## src/rtl/capture_engine_gen2_pkg.sv

```systemverilog
// Shared encodings for the capture engine: FSM states and trigger modes.
package logic_hamr_cap_pkg;
   localparam logic [2:0] ST_IDLE  = 3'd0;
   localparam logic [2:0] ST_ARMED = 3'd1;
   localparam logic [2:0] ST_XFER  = 3'd2;
   localparam logic [2:0] ST_POST  = 3'd3;
   localparam logic [2:0] ST_DONE  = 3'd4;

   localparam logic [1:0] TRIG_RISE   = 2'd0;
   localparam logic [1:0] TRIG_FALL   = 2'd1;
   localparam logic [1:0] TRIG_EITHER = 2'd2;
   localparam logic [1:0] TRIG_PAT    = 2'd3;
endpackage

```

## src/rtl/capture_engine_gen2_pretrig_ring.sv

```systemverilog
// Pre-trigger circular buffer: saturating fill count and a read pointer that
// can jump to the oldest of the last N written entries.
module pretrig_ring #(
   parameter  int NUM_CH    = 8,
   parameter  int PRE_DEPTH = 16,
   localparam int PW        = $clog2(PRE_DEPTH)
) (
   input  logic              clk,
   input  logic              rst_n,
   input  logic              clr_i,
   input  logic              wr_en_i,
   input  logic [NUM_CH-1:0] wr_data_i,
   input  logic [PW:0]       sat_i,
   input  logic              rd_load_i,
   input  logic [PW-1:0]     rd_n_i,
   input  logic              rd_adv_i,
   output logic [PW:0]       count_o,
   output logic [NUM_CH-1:0] rd_data_o
);
   logic [PRE_DEPTH-1:0][NUM_CH-1:0] mem_q;
   logic [PW-1:0]                    wp_q, rp_q;
   logic [PW:0]                      cnt_q;

   always_ff @(posedge clk) begin
      if (wr_en_i) mem_q[wp_q] <= wr_data_i;
   end

   // rd_n is taken mod PRE_DEPTH: a full ring's oldest entry sits at wp itself.
   always_ff @(posedge clk or negedge rst_n) begin
      if (!rst_n) begin
         wp_q  <= '0;
         rp_q  <= '0;
         cnt_q <= '0;
      end else if (clr_i) begin
         wp_q  <= '0;
         cnt_q <= '0;
      end else begin
         if (wr_en_i) begin
            wp_q <= wp_q + PW'(1);
            if (cnt_q < sat_i) cnt_q <= cnt_q + (PW+1)'(1);
         end
         if (rd_load_i)     rp_q <= wp_q - rd_n_i;
         else if (rd_adv_i) rp_q <= rp_q + PW'(1);
      end
   end

   assign count_o   = cnt_q;
   assign rd_data_o = mem_q[rp_q];
endmodule

```

## src/rtl/capture_engine_gen2.sv

```systemverilog
// Triggered capture engine: pre-trigger ring, trigger detect, and a single
// outstanding-write stream of pre/trigger/post samples into SDRAM.
module capture_engine_gen2
   import logic_hamr_cap_pkg::*;
#(
   parameter int NUM_CH    = 8,
   parameter int ADDR_W    = 13,
   parameter int PRE_DEPTH = 16,
   parameter int CNT_W     = 13
) (
   input  logic                         clk,
   input  logic                         rst_n,
   input  logic                         arm,
   input  logic                         abort,
   input  logic                         force_trig,
   input  logic [NUM_CH-1:0]            probe_input,
   input  logic                         sample_strobe,
   input  logic [1:0]                   cfg_trig_mode,
   input  logic [$clog2(NUM_CH)-1:0]    cfg_trig_ch,
   input  logic [NUM_CH-1:0]            cfg_pat_mask,
   input  logic [NUM_CH-1:0]            cfg_pat_value,
   input  logic [$clog2(PRE_DEPTH):0]   cfg_pre,
   input  logic [CNT_W-1:0]             cfg_total,
   input  logic [ADDR_W-1:0]            cfg_base,
   output logic                         armed,
   output logic                         captured,
   output logic                         overrun,
   output logic [CNT_W-1:0]             samples_written,
   output logic [CNT_W-1:0]             trig_index,
   output logic                         pause_refresh,
   output logic [2:0]                   state_dbg,
   output logic                         sdram_wr_req,
   output logic [ADDR_W-1:0]            sdram_wr_addr,
   output logic [NUM_CH-1:0]            sdram_wr_data,
   input  logic                         sdram_wr_ready
);
   localparam int CW  = $clog2(NUM_CH);
   localparam int PW  = $clog2(PRE_DEPTH);
   localparam int PW1 = PW + 1;

   logic [2:0]        state_q, state_d;
   logic [1:0]        mode_q, mode_d;
   logic [CW-1:0]     ch_q, ch_d;
   logic [NUM_CH-1:0] mask_q, mask_d, val_q, val_d;
   logic [PW:0]       pre_q, pre_d, pre_eff_q, pre_eff_d, xcnt_q, xcnt_d;
   logic [CNT_W-1:0]  total_q, total_d, rem_q, rem_d, swr_q, swr_d, tidx_q, tidx_d;
   logic [ADDR_W-1:0] base_q, base_d, widx_q, widx_d, addr_q, addr_d;
   logic [NUM_CH-1:0] prev_q, prev_d, trig_q, trig_d, hold_q, hold_d, data_q, data_d;
   logic              prev_vld_q, prev_vld_d, prev_match_q, prev_match_d;
   logic              force_q, force_d, hold_v_q, hold_v_d, req_q, req_d, ovr_q, ovr_d;

   logic              ring_clr, ring_wr, rd_load, rd_adv;
   logic [PW:0]       ring_cnt, pre_eff, pre_clamp;
   logic [NUM_CH-1:0] ring_rd, issue_data;
   logic              acc, issue_ok, issue, drain, match, cond, fire;
   logic [CNT_W-1:0]  pre_ext, post_len;

   pretrig_ring #(.NUM_CH(NUM_CH), .PRE_DEPTH(PRE_DEPTH)) u_ring (
      .clk(clk), .rst_n(rst_n), .clr_i(ring_clr), .wr_en_i(ring_wr),
      .wr_data_i(probe_input), .sat_i(pre_q), .rd_load_i(rd_load),
      .rd_n_i(pre_eff[PW-1:0]), .rd_adv_i(rd_adv),
      .count_o(ring_cnt), .rd_data_o(ring_rd)
   );

   assign acc       = req_q && sdram_wr_ready;
   assign issue_ok  = !req_q || acc;
   assign pre_clamp = (cfg_pre > PW1'(PRE_DEPTH)) ? PW1'(PRE_DEPTH) : cfg_pre;
   assign pre_eff   = (ring_cnt < pre_q) ? ring_cnt : pre_q;
   assign pre_ext   = CNT_W'(pre_eff);
   assign post_len  = (total_q > pre_ext) ? (total_q - pre_ext) : CNT_W'(1);
   assign match     = ((probe_input & mask_q) == (val_q & mask_q));

   // Edge modes need a valid previous sample; pattern mode fires on entry into the match.
   always_comb begin
      cond = 1'b0;
      case (mode_q)
         TRIG_RISE:   cond = prev_vld_q && !prev_q[ch_q] &&  probe_input[ch_q];
         TRIG_FALL:   cond = prev_vld_q &&  prev_q[ch_q] && !probe_input[ch_q];
         TRIG_EITHER: cond = prev_vld_q && (prev_q[ch_q] != probe_input[ch_q]);
         default:     cond = match && !(prev_vld_q && prev_match_q);
      endcase
      fire = force_q || force_trig || (cond && (ring_cnt >= pre_q));
   end

   always_comb begin
      state_d = state_q;   mode_d = mode_q;   ch_d = ch_q;       mask_d = mask_q;
      val_d = val_q;       pre_d = pre_q;     total_d = total_q; base_d = base_q;
      prev_d = prev_q;     prev_vld_d = prev_vld_q;  prev_match_d = prev_match_q;
      force_d = force_q;   trig_d = trig_q;   pre_eff_d = pre_eff_q;  xcnt_d = xcnt_q;
      rem_d = rem_q;       hold_v_d = hold_v_q;  hold_d = hold_q;  req_d = req_q;
      addr_d = addr_q;     data_d = data_q;   widx_d = widx_q;   ovr_d = ovr_q;
      swr_d = swr_q;       tidx_d = tidx_q;
      ring_clr = 1'b0;  ring_wr = 1'b0;  rd_load = 1'b0;  rd_adv = 1'b0;
      issue = 1'b0;     issue_data = '0; drain = 1'b0;

      if (acc) swr_d = swr_q + CNT_W'(1);

      case (state_q)
         ST_IDLE, ST_DONE: if (arm) begin
            mode_d = cfg_trig_mode;  ch_d = cfg_trig_ch;  mask_d = cfg_pat_mask;
            val_d = cfg_pat_value;   pre_d = pre_clamp;   total_d = cfg_total;
            base_d = cfg_base;       ring_clr = 1'b1;     prev_vld_d = 1'b0;
            ovr_d = 1'b0;  swr_d = '0;  tidx_d = '0;  widx_d = '0;
            force_d = 1'b0;  hold_v_d = 1'b0;  state_d = ST_ARMED;
         end
         ST_ARMED: begin
            if (sample_strobe) begin
               prev_d = probe_input;  prev_vld_d = 1'b1;  prev_match_d = match;
               if (fire) begin
                  trig_d = probe_input;  pre_eff_d = pre_eff;  tidx_d = pre_ext;
                  rem_d = post_len - CNT_W'(1);  xcnt_d = '0;  rd_load = 1'b1;
                  force_d = 1'b0;  state_d = ST_XFER;
               end else begin
                  ring_wr = 1'b1;
               end
            end else if (force_trig) begin
               force_d = 1'b1;
            end
         end
         ST_XFER: if (issue_ok) begin
            issue = 1'b1;
            if (xcnt_q < pre_eff_q) begin
               issue_data = ring_rd;  rd_adv = 1'b1;  xcnt_d = xcnt_q + PW1'(1);
            end else begin
               issue_data = trig_q;   state_d = ST_POST;
            end
         end
         ST_POST: begin
            drain = hold_v_q && issue_ok;
            if (drain) begin
               issue = 1'b1;  issue_data = hold_q;  hold_v_d = 1'b0;
            end
            // A full holding register drops the sample but still consumes window time.
            if (sample_strobe && (rem_q != '0)) begin
               rem_d = rem_q - CNT_W'(1);
               if (!hold_v_q || drain) begin
                  hold_v_d = 1'b1;  hold_d = probe_input;
               end else begin
                  ovr_d = 1'b1;
               end
            end
            if ((rem_q == '0) && !hold_v_q && issue_ok) state_d = ST_DONE;
         end
         default: state_d = ST_IDLE;
      endcase

      if (issue) begin
         req_d = 1'b1;  addr_d = base_q + widx_q;  data_d = issue_data;
         widx_d = widx_q + ADDR_W'(1);
      end else if (acc) begin
         req_d = 1'b0;
      end

      if (abort) begin
         state_d = ST_IDLE;  req_d = 1'b0;  ovr_d = 1'b0;  force_d = 1'b0;
         hold_v_d = 1'b0;    ring_clr = 1'b0;  ring_wr = 1'b0;  rd_load = 1'b0;
         rd_adv = 1'b0;
      end
   end

   always_ff @(posedge clk or negedge rst_n) begin
      if (!rst_n) begin
         state_q <= ST_IDLE;  mode_q <= '0;  ch_q <= '0;  mask_q <= '0;  val_q <= '0;
         pre_q <= '0;  total_q <= '0;  base_q <= '0;  prev_q <= '0;  prev_vld_q <= 1'b0;
         prev_match_q <= 1'b0;  force_q <= 1'b0;  trig_q <= '0;  pre_eff_q <= '0;
         xcnt_q <= '0;  rem_q <= '0;  hold_v_q <= 1'b0;  hold_q <= '0;  req_q <= 1'b0;
         addr_q <= '0;  data_q <= '0;  widx_q <= '0;  ovr_q <= 1'b0;  swr_q <= '0;
         tidx_q <= '0;
      end else begin
         state_q <= state_d;  mode_q <= mode_d;  ch_q <= ch_d;  mask_q <= mask_d;
         val_q <= val_d;  pre_q <= pre_d;  total_q <= total_d;  base_q <= base_d;
         prev_q <= prev_d;  prev_vld_q <= prev_vld_d;  prev_match_q <= prev_match_d;
         force_q <= force_d;  trig_q <= trig_d;  pre_eff_q <= pre_eff_d;
         xcnt_q <= xcnt_d;  rem_q <= rem_d;  hold_v_q <= hold_v_d;  hold_q <= hold_d;
         req_q <= req_d;  addr_q <= addr_d;  data_q <= data_d;  widx_q <= widx_d;
         ovr_q <= ovr_d;  swr_q <= swr_d;  tidx_q <= tidx_d;
      end
   end

   assign armed           = (state_q == ST_ARMED);
   assign captured        = (state_q == ST_DONE);
   assign overrun         = ovr_q;
   assign samples_written = swr_q;
   assign trig_index      = tidx_q;
   assign pause_refresh   = (state_q == ST_ARMED) || (state_q == ST_XFER) || (state_q == ST_POST);
   assign state_dbg       = state_q;
   assign sdram_wr_req    = req_q;
   assign sdram_wr_addr   = addr_q;
   assign sdram_wr_data   = data_q;
endmodule

```

## config.mk

```make
export PLATFORM = sky130hd
export DESIGN_NAME = capture_engine_gen2
export DESIGN_NICKNAME = d
export VERILOG_FILES = /design/src/rtl/capture_engine_gen2_pkg.sv /design/src/rtl/capture_engine_gen2_pretrig_ring.sv /design/src/rtl/capture_engine_gen2.sv
export SDC_FILE = /design/constraint.sdc
export NUM_CORES = 1
export LEC_CHECK = 0
export ABC_AREA = 1
export ABC_CLOCK_PERIOD_IN_PS = 3600
export BUFFER_PORTS_ARGS = -buffer_cell sky130_fd_sc_hd__buf_2
export CORE_ASPECT_RATIO = 0.5
export CORE_MARGIN = 3
export CORE_UTILIZATION = 35
export DETAILED_ROUTE_END_ITERATION = 10
export PLACE_DENSITY = 0.49
export SYNTH_ARGS = -nofsm -noshare
export SYNTH_HDL_FRONTEND = slang
export SYNTH_SLANG_ARGS = --single-unit
```

## constraint.sdc

```tcl
create_clock -name clk -period 3.6 [get_ports clk]
set_input_delay 0.54 -clock clk [delete_from_list [all_inputs] [get_ports clk]]
set_output_delay 0.54 -clock clk [all_outputs]
set_load 0.1 [all_outputs]
```

Word-level counts from Yosys, hierarchy flattened. Cells that the tools add are included.

Register bits: 309. Bits of input ports: 67.

Multiplexer cells: 88. Order comparisons: 9. Bitwise gates (word level): 3. Reductions and logical operators: 56. Equality and inequality tests: 24. Add/subtract/negate cells: 11.

Operators with widths (number): $mux 13 (12); $bwmux 128 (1); $pmux 13 s2 (2); $mux 5 (9); $mux 8 (5); $mux 1 (35); $bmux 8 s4 (1); $demux 8 s4 (1); $add 13x1->13 const B (2); $sub 13x1->13 const B (2); $mux 3 (7); $ne 3x3->1 const B (7); $and 8x8->8 (2); $mux 4 (4); $pmux 8 s2 (1); $reduce_and 4->1 (4); $reduce_bool 2->1 (8); $logic_and 1x1->1 (14); $add 13x13->13 (1); $gt 13x5->1 (1); $logic_not 13->1 (1); $reduce_bool 13->1 (1); $sub 13x5->13 (1); $pmux 3 s4 (1); other kinds (36) (68).

Logic depth before layout (Yosys ltp).
Depth in word-level cells: 14. Mapped depth: 29. Depth with buffers taken out: 28.

By module. Synthesis repeated with hierarchy kept, for this count alone.

Cells, all modules: 1732. Area total of the unflattened synthesis: 15061.9 um^2.

Modules (own cells, without submodules): capture_engine_gen2 (times used 1, area an instance 8882.3 um^2, cells each 1171); pretrig_ring (times used 1, area an instance 6179.7 um^2, cells each 561).

Worst setup path before layout. OpenSTA, ideal clock, no wires.

Path type: flip-flop to flip-flop. Start point: register pre_q[4]. End point: register rem_q[6]. Data required time: 3479 ps. Setup slack: 136 ps. Data arrival time: 3343 ps. Cell stages (with the launch flop): 26. Path buffers: 1. Path through: dfrtp_1 inv_1 ha_1 nand2_1 inv_1 nand2_1 nand3_2 buf_2 o21ai_0 inv_1 ha_1 nand3_1 nand2_1 nand3_2 nand2_2 nand2_4 nand2_4 nand4_1 nand2_1 ha_1 inv_1 nor2_2 nand3_2 or2_0 nand3_1 o21ai_1.

Word-level cells in the longest chain between the ends: 8. Elaborated cells on any way between the ends: 14.

RTL lines: start, declared (RTL line capture_engine_gen2.sv:45) `logic [PW:0] pre_q, pre_d, pre_eff_q, pre_eff_d, xcnt_q, xcnt_d;`; start signal, assigned (RTL line capture_engine_gen2.sv:171) `val_q <= val_d; pre_q <= pre_d; total_q <= total_d; base_q <= base_d;`; $lt 5x5->1 (RTL line capture_engine_gen2.sv:68) `assign pre_eff = (ring_cnt < pre_q) ? ring_cnt : pre_q;`; $mux 5 (RTL line capture_engine_gen2.sv:68); $sub 13x5->13 or $gt 13x5->1 (tied branches) (RTL line capture_engine_gen2.sv:70) `assign post_len = (total_q > pre_ext) ? (total_q - pre_ext) : CNT_W'(1);`; $mux 13 (RTL line capture_engine_gen2.sv:70); $sub 13x1->13 (RTL line capture_engine_gen2.sv:111) `rem_d = post_len - CNT_W'(1); xcnt_d = '0; rd_load = 1'b1;`; $mux 13 (RTL line capture_engine_gen2.sv:109) `if (fire) begin`; $mux 13 (RTL line capture_engine_gen2.sv:107) `if (sample_strobe) begin`; $pmux 13 s2 (RTL line capture_engine_gen2.sv:98) `case (state_q)`; end signal, assigned (RTL line capture_engine_gen2.sv:174) `xcnt_q <= xcnt_d; rem_q <= rem_d; hold_v_q <= hold_v_d; hold_q <= hold_d;`; end, declared (RTL line capture_engine_gen2.sv:46) `logic [CNT_W-1:0] total_q, total_d, rem_q, rem_d, swr_q, swr_d, tidx_q, tidx_d;`.

Parallel ways exist; a longest one is shown, timed or not. The select of a mux whose other input is x is not followed. A chain may end at the register's enable or synchronous reset.

Worst setup path in the final report.
Start point: register u_ring.cnt_q[2], in the netlist u_ring.count_o[2]. End point: register rem_q[10].

Word-level cells in the longest chain between the ends: 8. Elaborated cells on any way between the ends: 14.

RTL lines: start, declared (RTL line capture_engine_gen2_pretrig_ring.sv:22) `logic [PW:0] cnt_q;`; start signal, assigned (RTL line capture_engine_gen2_pretrig_ring.sv:40) `if (cnt_q < sat_i) cnt_q <= cnt_q + (PW+1)'(1);`; $lt 5x5->1 * (RTL line capture_engine_gen2.sv:68); $mux 5 * (RTL line capture_engine_gen2.sv:68); net pre_eff[0] (RTL line capture_engine_gen2.sv:53) `logic [PW:0] ring_cnt, pre_eff, pre_clamp;`; $sub 13x5->13 or $gt 13x5->1 (tied branches) (RTL line capture_engine_gen2.sv:70); $mux 13 * (RTL line capture_engine_gen2.sv:70); $sub 13x1->13 * (RTL line capture_engine_gen2.sv:111); $mux 13 * (RTL line capture_engine_gen2.sv:109); $mux 13 * (RTL line capture_engine_gen2.sv:107); $pmux 13 s2 * (RTL line capture_engine_gen2.sv:98).

Mark *: on every way through the listed nets, which the timed path passes. The rest lies on a longest branch. The select of a mux whose other input is x is not followed.

==> impl_results.rst <==
.. list-table::
   :header-rows: 1

   * - Metric
     - Value
   * - DRT iter0 DRCs
     - 783
   * - Peak supply drop
     - 0.422 mV
   * - Total Routing Usage GR
     - 17.6%
   * - Fmax
     - 298 MHz
   * - RR Endpoint
     - rem_q[10]$_DFFE_PN0P_
   * - Library cells used by synthesis
     - 55
   * - Dpl hpwl
     - 26700 µm
   * - Maxcap violations
     - 0
   * - Sum of overflow across all layers after global routing
     - 0
   * - CTS hold repair buffers
     - 0
   * - Die Footprint
     - 0.0445 mm²
   * - Final TNS setup
     - 0 ns
   * - Clock root buffer master
     - clkbuf_16
   * - Non-Filler Cell Area, Final
     - 0.0175 mm²
   * - Status
     - completed
   * - Synthesized flop and latch total
     - 301
   * - Max transition margin
     - 25.8%
   * - Final hold violation count
     - 0
   * - Width of the chip
     - 295 µm
   * - TritonCTS Buffers
     - 30
   * - Critical path's slowest cell
     - dfrtp_2
   * - Measured slew at the worst slew-check pin
     - 1.11 ns
   * - Arrival time reported for the critical path endpoint
     - 3.81 ns
   * - Total routed wirelength
     - 38900 µm
   * - Startpoint-to-endpoint class of the critical path
     - flip-flop to flip-flop
   * - CP max FO
     - 5
   * - H-tree levels
     - 1
   * - Wire length of the first global-routing pass
     - 61500 µm
   * - Maximum number of pins on one net before global-route repair
     - 98
   * - Via/cell ratio
     - 4.84
   * - Cell occurring most often along the worst timing path
     - nand2_1
   * - Critical register-to-register path startpoint
     - u_ring.count_o[2]$_DFFE_PN0P_
   * - Average cell area after synthesis
     - 9.15 µm²
   * - Gpl congestion
     - 0.838
   * - Antenna violations before repair
     - 0
   * - Number of setup violations in the final report
     - 0
   * - Num ports
     - 122
   * - Cell area after technology mapping
     - 0.0147 mm²
   * - Clock Sinks
     - 301
   * - Routed via count
     - 11.3k
   * - Signed area change from the synthesized netlist to the final layout
     - 19.1%
   * - Type of the tightest min-delay check
     - primary input to asynchronous set/reset pin
   * - CP startpoint kind
     - flip-flop
   * - Proportion of register bits with asynchronous set or reset after synthesis
     - 57.5%
   * - Core Box Area
     - 0.0409 mm²
   * - Post-synth EDFFs
     - 128
   * - Fraction of final layout cells with drive strength greater than 1
     - 17.5%
   * - Count of final max-slew check failures
     - 0
   * - Via count of the first global-routing pass
     - 11.0k
   * - Number of rows created at floorplan
     - 52
   * - Net count of the finished layout
     - 1882
   * - CTS tree
     - built
   * - Adder-Cell Fraction of Synth Area
     - 3.65%
   * - Fraction of synthesized cell area in xor and xnor cells
     - 1.49%
   * - Clock latency at the later pin of the worst-skew pair
     - 0.59 ns
   * - Worst hold margin
     - 0.0700 ns
   * - Crit path required time
     - 4.06 ns
   * - Share of cell area taken by muxes after synthesis
     - 2.46%
   * - Post-layout util
     - 42.8%
   * - Maximum number of buffers from clock root to sink
     - 3
   * - Layout fillers
     - 4069
   * - Area share of and/or/nand/nor cells after synthesis
     - 18.3%
   * - Largest family of logic cells by synthesized area
     - simple AND/OR/NAND/NOR gates
   * - Cells after Synth
     - 1603
   * - Depth of the worst register-to-register path
     - 23
   * - Clock Skews
     - 0.0271 ns
   * - Final antenna-violating net count
     - 0
   * - Avg WL per Cell
     - 16.7 µm
   * - Synth warn
     - 0
   * - Kind of end point of the critical path
     - flip-flop
   * - Detailed Routing Iterations Pass 1
     - 5
   * - Delay of the slowest critical-path stage
     - 0.43 ns
   * - Most common flop cell mapped by yosys
     - dfrtp_1
   * - Post-placement cell area
     - 0.0162 mm²
   * - # DRC
     - 0
   * - Die Y-Extent
     - 151 µm
   * - Final critical-path share of the clock period
     - 93.1%
   * - R2R setup slack
     - 0.25 ns
   * - Power density cells
     - 880 mW/mm²
   * - Tot Pwr
     - 0.0154 W
   * - Ordered list of cells on the worst path
     - ha_4 > nand2_1 > nor2_4 > nand2_4 > nand3_4 > nand2_1 > o21ai_2 > ha_1 > inv_1 > fa_2 > a21o_1 > nand2_1 > nand3_1 > nand2_1 > inv_1 > nand4_1 > nand2_1 > nor2_4 > nand3_4 > nor2_4 > nand3_2 > nand3_1 > nand2_1
   * - Effective utilization at floorplan
     - 35.9%
   * - Clk slew on worst S/H paths
     - 0.06 ns
   * - Sequential share of the synthesized area
     - 55.7%
   * - Total leakage power
     - 7.94 nW
   * - Final critical delay including setup and external delays
     - 3.35 ns
   * - Port-buffer cells
     - 113
   * - Synth Area in Compound Gates
     - 11.7%
[cells in the final DEF (no fill, tap or decap), types with 6 or more instances in the layout]
| cell | n |
|---|---|
| a21oi_1 | 75 |
| nand2_2 | 10 |
| conb_1 | 8 |
| buf_4 | 75 |
| dfrtp_1 | 171 |
| nor2_1 | 115 |
| o21ai_0 | 184 |
| edfxtp_1 | 128 |
| buf_2 | 112 |
| ha_1 | 33 |
| nand3_2 | 6 |
| nor3_1 | 15 |
| mux2i_1 | 18 |
| nor2_2 | 6 |
| inv_1 | 181 |
| nand4_1 | 16 |
| mux2_2 | 16 |
| nand2_1 | 378 |
| xnor2_1 | 7 |
| a31oi_1 | 18 |
| nand3_1 | 61 |
| inv_2 | 7 |
| clkinv_2 | 8 |
| xor2_1 | 18 |
| clkbuf_16 | 30 |
| o211ai_1 | 6 |
[through the flow]
step / instances / setup WS, ns
after floorplan: 1610 / 0.136
after global placement: 2267 / 0.0816
after detailed placement: 2267 / -0.0893
after CTS: 2322 / 0.0435
after global routing: 2337 / -0.0556
final: 2338 / 0.247
[power by group]
part           total, W  switching [W]  internal (W)  leakage, nW
registers       0.00500       0.000673       0.00432         3.36
logic           0.00713        0.00487       0.00226         4.08
clock network   0.00325        0.00141       0.00184        0.495
total            0.0154        0.00695       0.00843         7.94
[worst max-delay path: cells and delay by family, from the launching register on]
family / cells / cell delay [ns]
fa+ha+maj: 3 / 0.79
simple gates: 16 / 1.65
buf+inv: 2 / 0.10
flops: 1 / 0.43
compound gates: 2 / 0.26
[cell families (layout without fill, tap and decap cells)]
group,count (synthesis),after routing
adders and majority gates,41,41
other,1,9
and+or+nand+nor,635,636
muxes,34,34
AOI/OAI and AO/OA,319,319
buffers and inverters,247,433
DFF,301,301
xor gates and xnor gates,25,25
[cell usage after synthesis (18+ instances only)]
cell,n,area share (%)
a21oi_1,76,2.6
dfrtp_1,173,30
inv_1,187,4.8
xor2_1,18,1.1
nor2_1,117,3.0
mux2i_1,18,1.2
ha_1,38,3.2
clkbuf_1,35,0.90
a31oi_1,18,0.77
nand3_1,63,2.1
edfxtp_1,128,26
o21ai_0,188,6.4
nand2_1,385,9.9
[flip-flops by register name, indices dropped and copies added (netlist names), 8 cells and up]
name / flops
sdram_wr_data: 8
trig_q: 8
hold_q: 8
widx_q: 13
total_q: 13
samples_written: 13
base_q: 13
sdram_wr_addr: 13
rem_q: 13
u_ring.mem_q: 128
prev_q: 8
val_q: 8
mask_q: 8
[how the worst max path moves through the flow]
stage	end	slack (ns)	from	cells after the start
after global routing	rem_q[8]$_DFFE_PN0P_	-0.06	u_ring.count_o[2]$_DFFE_PN0P_	25
after global placement	rem_q[12]$_DFFE_PN0P_	0.08	pre_q[4]$_DFFE_PN0P_	26
after CTS	rem_q[10]$_DFFE_PN0P_	0.04	pre_q[4]$_DFFE_PN0P_	27
after floorplan	rem_q[6]$_DFFE_PN0P_	0.14	pre_q[4]$_DFFE_PN0P_	25
after detailed placement	rem_q[10]$_DFFE_PN0P_	-0.09	pre_q[4]$_DFFE_PN0P_	26
final	rem_q[10]$_DFFE_PN0P_	0.25	u_ring.count_o[2]$_DFFE_PN0P_	23
[final cells by class]
cell class	count	area [µm²]	share of cell area, %
multi-input cells	1063	5720	32.7
well taps	540	676	3.87
repair buffers	190	1180	6.74
inverters	188	706	4.04
clock inverters	16	188	1.07
clock buffers	39	825	4.72
flip-flops and latches	301	8180	46.8
diodes	1	2.50	0.0143
[metal layers]
metal	up-vias	GRT usage [%]	part of all wire, %
li1	5689	-	-
met1	5391	25.4	49
met2	184	28.0	45
met3	53	2.74	3.8
met4	0	3.67	2.1
met5	-	0	0
[repair_timing]
| action | 4_1_cts | 5_1_grt |
|---|---|---|
| cloned | 0 | 1 |
| resized for setup | 6 | 35 |
| setup endpoints to repair | 6 | 11 |
| buffers inserted | 0 | 14 |
| pin swaps | 0 | 15 |
Power figures use the tool's default switching activity.
